--- src/rtl/handshake_responder.sv ---
// Four-phase request/acknowledge responder that queues each accepted word into a
// FIFO drained by a valid/ready stream. Define HANDSHAKE_RESPONDER_SYNC_EN to pass
// i_req through a two-flop synchronizer; otherwise i_req must be synchronous to clk.
module handshake_responder #(
   parameter int WIDTH = 8,
   parameter int DEPTH = 4
) (
   input  logic                     clk,
   input  logic                     rst_n,
   input  logic                     i_req,
   input  logic [WIDTH-1:0]         i_data,
   output logic                     o_ack,
   output logic                     o_valid,
   output logic [WIDTH-1:0]         o_data,
   input  logic                     i_ready,
   output logic [$clog2(DEPTH):0]   o_count
);

   localparam int PTR_W = $clog2(DEPTH);
   localparam int CNT_W = PTR_W + 1;

   typedef enum logic {
      IDLE,
      ACK_HIGH
   } state_t;

   state_t             state_q;
   logic               ack_q;
   logic               req_e;
   logic               full;
   logic               push;
   logic               pop;
   logic [PTR_W-1:0]   wr_ptr_q, wr_ptr_d;
   logic [PTR_W-1:0]   rd_ptr_q, rd_ptr_d;
   logic [CNT_W-1:0]   count_q, count_d;
   logic [WIDTH-1:0]   mem_q [DEPTH];

`ifdef HANDSHAKE_RESPONDER_SYNC_EN
   logic sync1_q, sync2_q;

   always_ff @(posedge clk or negedge rst_n) begin
      if (!rst_n) begin
         sync1_q <= 1'b0;
         sync2_q <= 1'b0;
      end else begin
         sync1_q <= i_req;
         sync2_q <= sync1_q;
      end
   end

   assign req_e = sync2_q;
`else
   assign req_e = i_req;
`endif

   // Full is judged on registered occupancy, so a same-cycle pop never frees a slot early.
   assign full = (count_q == CNT_W'(DEPTH));
   assign push = (state_q == IDLE) && req_e && !full;
   assign pop  = (count_q != '0) && i_ready;

   always_ff @(posedge clk or negedge rst_n) begin
      if (!rst_n) begin
         state_q <= IDLE;
         ack_q   <= 1'b0;
      end else begin
         case (state_q)
            IDLE: begin
               if (push) begin
                  state_q <= ACK_HIGH;
                  ack_q   <= 1'b1;
               end
            end
            ACK_HIGH: begin
               if (!req_e) begin
                  state_q <= IDLE;
                  ack_q   <= 1'b0;
               end
            end
            default: begin
               state_q <= IDLE;
               ack_q   <= 1'b0;
            end
         endcase
      end
   end

   always_comb begin
      wr_ptr_d = wr_ptr_q;
      rd_ptr_d = rd_ptr_q;
      count_d  = count_q;
      if (push) wr_ptr_d = wr_ptr_q + PTR_W'(1);
      if (pop)  rd_ptr_d = rd_ptr_q + PTR_W'(1);
      case ({push, pop})
         2'b10:   count_d = count_q + CNT_W'(1);
         2'b01:   count_d = count_q - CNT_W'(1);
         default: count_d = count_q;
      endcase
   end

   always_ff @(posedge clk or negedge rst_n) begin
      if (!rst_n) begin
         wr_ptr_q <= '0;
         rd_ptr_q <= '0;
         count_q  <= '0;
      end else begin
         wr_ptr_q <= wr_ptr_d;
         rd_ptr_q <= rd_ptr_d;
         count_q  <= count_d;
      end
   end

   // NOTE: storage is deliberately left out of reset; o_valid gates its contents.
   always_ff @(posedge clk) begin
      if (push) mem_q[wr_ptr_q] <= i_data;
   end

   assign o_ack   = ack_q;
   assign o_valid = (count_q != '0);
   assign o_data  = mem_q[rd_ptr_q];
   assign o_count = count_q;

endmodule

--- config.mk ---
export PLATFORM = sky130hd
export DESIGN_NAME = handshake_responder
export DESIGN_NICKNAME = d
export VERILOG_FILES = /design/src/rtl/handshake_responder.sv
export SDC_FILE = /design/constraint.sdc
export NUM_CORES = 1
export LEC_CHECK = 0
export ABC_CLOCK_PERIOD_IN_PS = 3300
export BUFFER_PORTS_ARGS = -buffer_cell sky130_fd_sc_hd__buf_2
export CELL_PAD_IN_SITES_DETAIL_PLACEMENT = 1
export CELL_PAD_IN_SITES_GLOBAL_PLACEMENT = 1
export CORE_MARGIN = 2
export CORE_UTILIZATION = 51
export CTS_CLUSTER_SIZE = 30
export DETAILED_ROUTE_END_ITERATION = 10
export HOLD_SLACK_MARGIN = 0.02
export PLACE_DENSITY_LB_ADDON = 0.1
export SYNTH_ARGS = -nofsm -noshare
export SYNTH_HDL_FRONTEND = slang
export SYNTH_SLANG_ARGS = --single-unit
--- constraint.sdc ---
create_clock -name clk -period 3.3 [get_ports clk]
set_input_delay 0.33 -clock clk [delete_from_list [all_inputs] [get_ports clk]]
set_output_delay 0.33 -clock clk [all_outputs]
set_load 0.02 [all_outputs]
==> results.sh <==
export IMPL_fin_skew_ns=0.00420
export IMPL_antennaDiodeCount=0
export IMPL_sequential_cell_area_um2=1190
export IMPL_fin_crit_ns=2.37
export IMPL_cp_arrival_ns=2.63
export IMPL_cts_resized=0
export IMPL_layout_drive_gt1_share_pct=38.3
export IMPL_ys_seq_area_share_pct=71.3
export IMPL_ios=25
export IMPL_min_path_type="in2reg"
export IMPL_wl_per_cell_um=16.3
export IMPL_worstSetupEndpointType="register"
export IMPL_drc=0
export IMPL_rows=20
export IMPL_slew_headroom_pct=59.5
export IMPL_clock_sinks=41
export IMPL_total_leakage_power_nw=0.717
export IMPL_root_buffer="clkbuf_4"
export IMPL_path_delay_family="simple AND/OR/NAND/NOR gates"
export IMPL_slowest_stage="dfrtp_1"
export IMPL_grt_setup_unrepaired="false"
export IMPL_fin_nets=132
export IMPL_drtIter0Drc=33
export IMPL_vias=829
export IMPL_multiInputGateArea_um2=434
export IMPL_muxShareOfSynthArea_pct=12.3
export IMPL_grt_pass1_wl_um=4200
export IMPL_cts_tree="built"
export IMPL_hold_violations=0
export IMPL_dieHeight_um=61.1
export IMPL_grt_pass1_vias=898
export IMPL_dr_pass1_iters=4
export IMPL_worst_slack_ns=0.932
export IMPL_htreeDepth=2
export IMPL_synthSimpleGateAreaFrac_pct=4.06
export IMPL_synth_cells=85
export IMPL_cap_viol_max_count=0
export IMPL_synth_adder_area_share_pct=4.97
export IMPL_yosysWarnings=0
export IMPL_syn_area_um2=1660
export IMPL_max_freq_mhz=422
export IMPL_antenna_found_initial=0
export IMPL_dp_final_hpwl_um=1780
export IMPL_syn_nets=103
export IMPL_synth_compound_area_share_pct=1.58
export IMPL_place_gp_congestion=0.634
export IMPL_gr_usage_all_layers_pct=16.4
export IMPL_synth_top_family_by_area="multiplexers"
export IMPL_nFillCells=289
export IMPL_overflow=0
export IMPL_crit_type="reg2reg"
export IMPL_critPathMaxFanout=8
export IMPL_ys_types=24
export IMPL_grt_max_degree=12
export IMPL_cp_cell_sequence="or3b_1 > and3b_1 > inv_1 > ha_1 > inv_1 > fa_1 > xor2_1 > nor2_1 > xor2_1"
export IMPL_peakVddDrop_mv=0.423
export IMPL_slew_viol_final=0
export IMPL_fin_util_pct=61.0
export IMPL_power_density_nw_per_um2=821
export IMPL_syn2layout_area_growth_pct=12.9
export IMPL_start_util_pct=54.0
export IMPL_yosys_area_share_xor_xnor_pct=3.16
export IMPL_core_area_um2=3080
export IMPL_status="finished, final reports clean"
export IMPL_worstPathRequired_ns=3.56
export IMPL_clk_path_buf_depth=2
export IMPL_synth_area_per_cell_um2=19.6
export IMPL_dp_slack_ns=0.926
export IMPL_die_area_um2=3730
export IMPL_cts_buffers=5
export IMPL_routed_wl_um=2590
export IMPL_setup_viol=0
export IMPL_path_buf_inv=2
export IMPL_port_buffers=24
export IMPL_setup_tns_ns=0
export IMPL_fin_crit_sh_pct=71.8
export IMPL_die_x_um=61.1
export IMPL_ys_ff_latch=41
export IMPL_cpPeakStageDelay_ns=0.45
export IMPL_power_mw=1.54
export IMPL_postRouteAntennaNets=0
export IMPL_tightest_slew_ns=0.607
export IMPL_start_kind="register"
export IMPL_clock_latency_ns=0.33
export IMPL_routed_via_density=5.21
export IMPL_clk_pin_slew_ns=0.11
## report_power, final
part / internal [mW] / switching (mW)
logic: 0.259 / 0.283
clock network: 0.0851 / 0.143
registers: 0.661 / 0.111
total: 1.01 / 0.536
## kinds of logic after synthesis
kind of cell,Yosys count
buf+inv,9
simple gates,10
flops,41
fa+ha+maj,6
mux,10
xor+xnor,6
compound gates,3
## cells in the mapped netlist
master | instances | share of area (%)
mux4_2 | 8 | 11
and2_2 | 3 | 1.4
mux2_4 | 1 | 0.90
nand2b_1 | 1 | 0.38
ha_1 | 5 | 3.8
xnor2_1 | 3 | 1.6
mux2i_1 | 1 | 0.60
xor2_1 | 3 | 1.6
nor2_1 | 1 | 0.23
inv_1 | 6 | 1.4
fa_1 | 1 | 1.2
or3b_1 | 1 | 0.53
o21a_1 | 1 | 0.45
and2_1 | 1 | 0.38
buf_1 | 1 | 0.23
or3_2 | 1 | 0.45
edfxtp_1 | 32 | 58
dfrtp_1 | 9 | 14
nand2_1 | 1 | 0.23
and3b_1 | 1 | 0.53
a21o_2 | 1 | 0.53
buf_2 | 1 | 0.30
o31a_2 | 1 | 0.60
buf_6 | 1 | 0.68
## registers in the layout, summed over array words and instances (netlist names)
register  cells
mem_q        32
o_count       3
rd_ptr_q      2
wr_ptr_q      2
o_ack         1
state_q       1
## layout make-up
class	instances	area share [%]
clock buffer	8	2.60
inverter	6	1.20
multi-input combinational	35	23.1
sequential	41	63.2
tap	44	2.93
timing repair buffer	25	6.93
## cells in the final DEF (no fill, tap or decap)
master | netlist | routed
a21o_2 | 1 | 1
and2_1 | 1 | 1
and2_2 | 3 | 3
and3b_1 | 1 | 1
buf_2 | 1 | 24
clkbuf_1 | 0 | 3
clkbuf_4 | 0 | 5
dfrtp_1 | 9 | 9
dlygate4sd3_1 | 0 | 1
edfxtp_1 | 32 | 32
fa_1 | 1 | 1
ha_1 | 5 | 5
inv_1 | 6 | 6
mux2_4 | 1 | 1
mux2i_1 | 1 | 1
mux4_2 | 8 | 8
nand2_1 | 1 | 1
nand2b_1 | 1 | 1
nor2_1 | 1 | 1
o21a_1 | 1 | 1
o31a_2 | 1 | 1
or3_2 | 1 | 1
or3b_1 | 1 | 1
xnor2_1 | 3 | 3
xor2_1 | 3 | 3
## per-layer routing
metal  global-route usage, %  up-vias  routed length [um]
met5                       0        -                   0
met4                    7.45        0                  52
met3                    4.20        8                 140
met2                    30.2       29                1370
met1                    17.4      416                1030
li1                        -      376                   -
## worst reg2reg max path, stage by stage, from the launching register on
cell and delay [ns]:
dfrtp_1 0.45, or3b_1 0.41, and3b_1 0.29, inv_1 0.09, ha_1 0.19, inv_1 0.06
fa_1 0.37, xor2_1 0.16, nor2_1 0.12, xor2_1 0.16
## path summary, 6_finish.rpt
check | start | endpoint | slack [ns] | depth (start not counted)
max reg2reg | o_count[0] | o_count[2] | 0.93 | 9
max | o_count[0] | o_count[2] | 0.93 | 9
max in group asynchronous | rst_n | rd_ptr_q[0] | 2.75 | 2
min in group asynchronous | rst_n | o_ack | 0.37 | 2
min reg2reg | o_ack | o_ack | 0.49 | 1
min | i_data[5] | mem_q[3][5] | 0.21 | 1
## what timing repair did
item / CTS / global route
setup buffers: 0 / 0
hold buffers: 1 / 0
hold endpoints to repair: 9 / 0
## per-stage QoR
| step | hold WS [ns] | instances | area [um2] |
|---|---|---|---|
| floorplan | 0.0344 | 85 | 1660 |
| global placement | 0.194 | 150 | 1820 |
| detailed placement | 0.201 | 150 | 1820 |
| CTS | 0.201 | 159 | 1880 |
| global route | 0.195 | 159 | 1880 |
| finish | 0.206 | 159 | 1880 |
(Power assumes the default switching activity.)
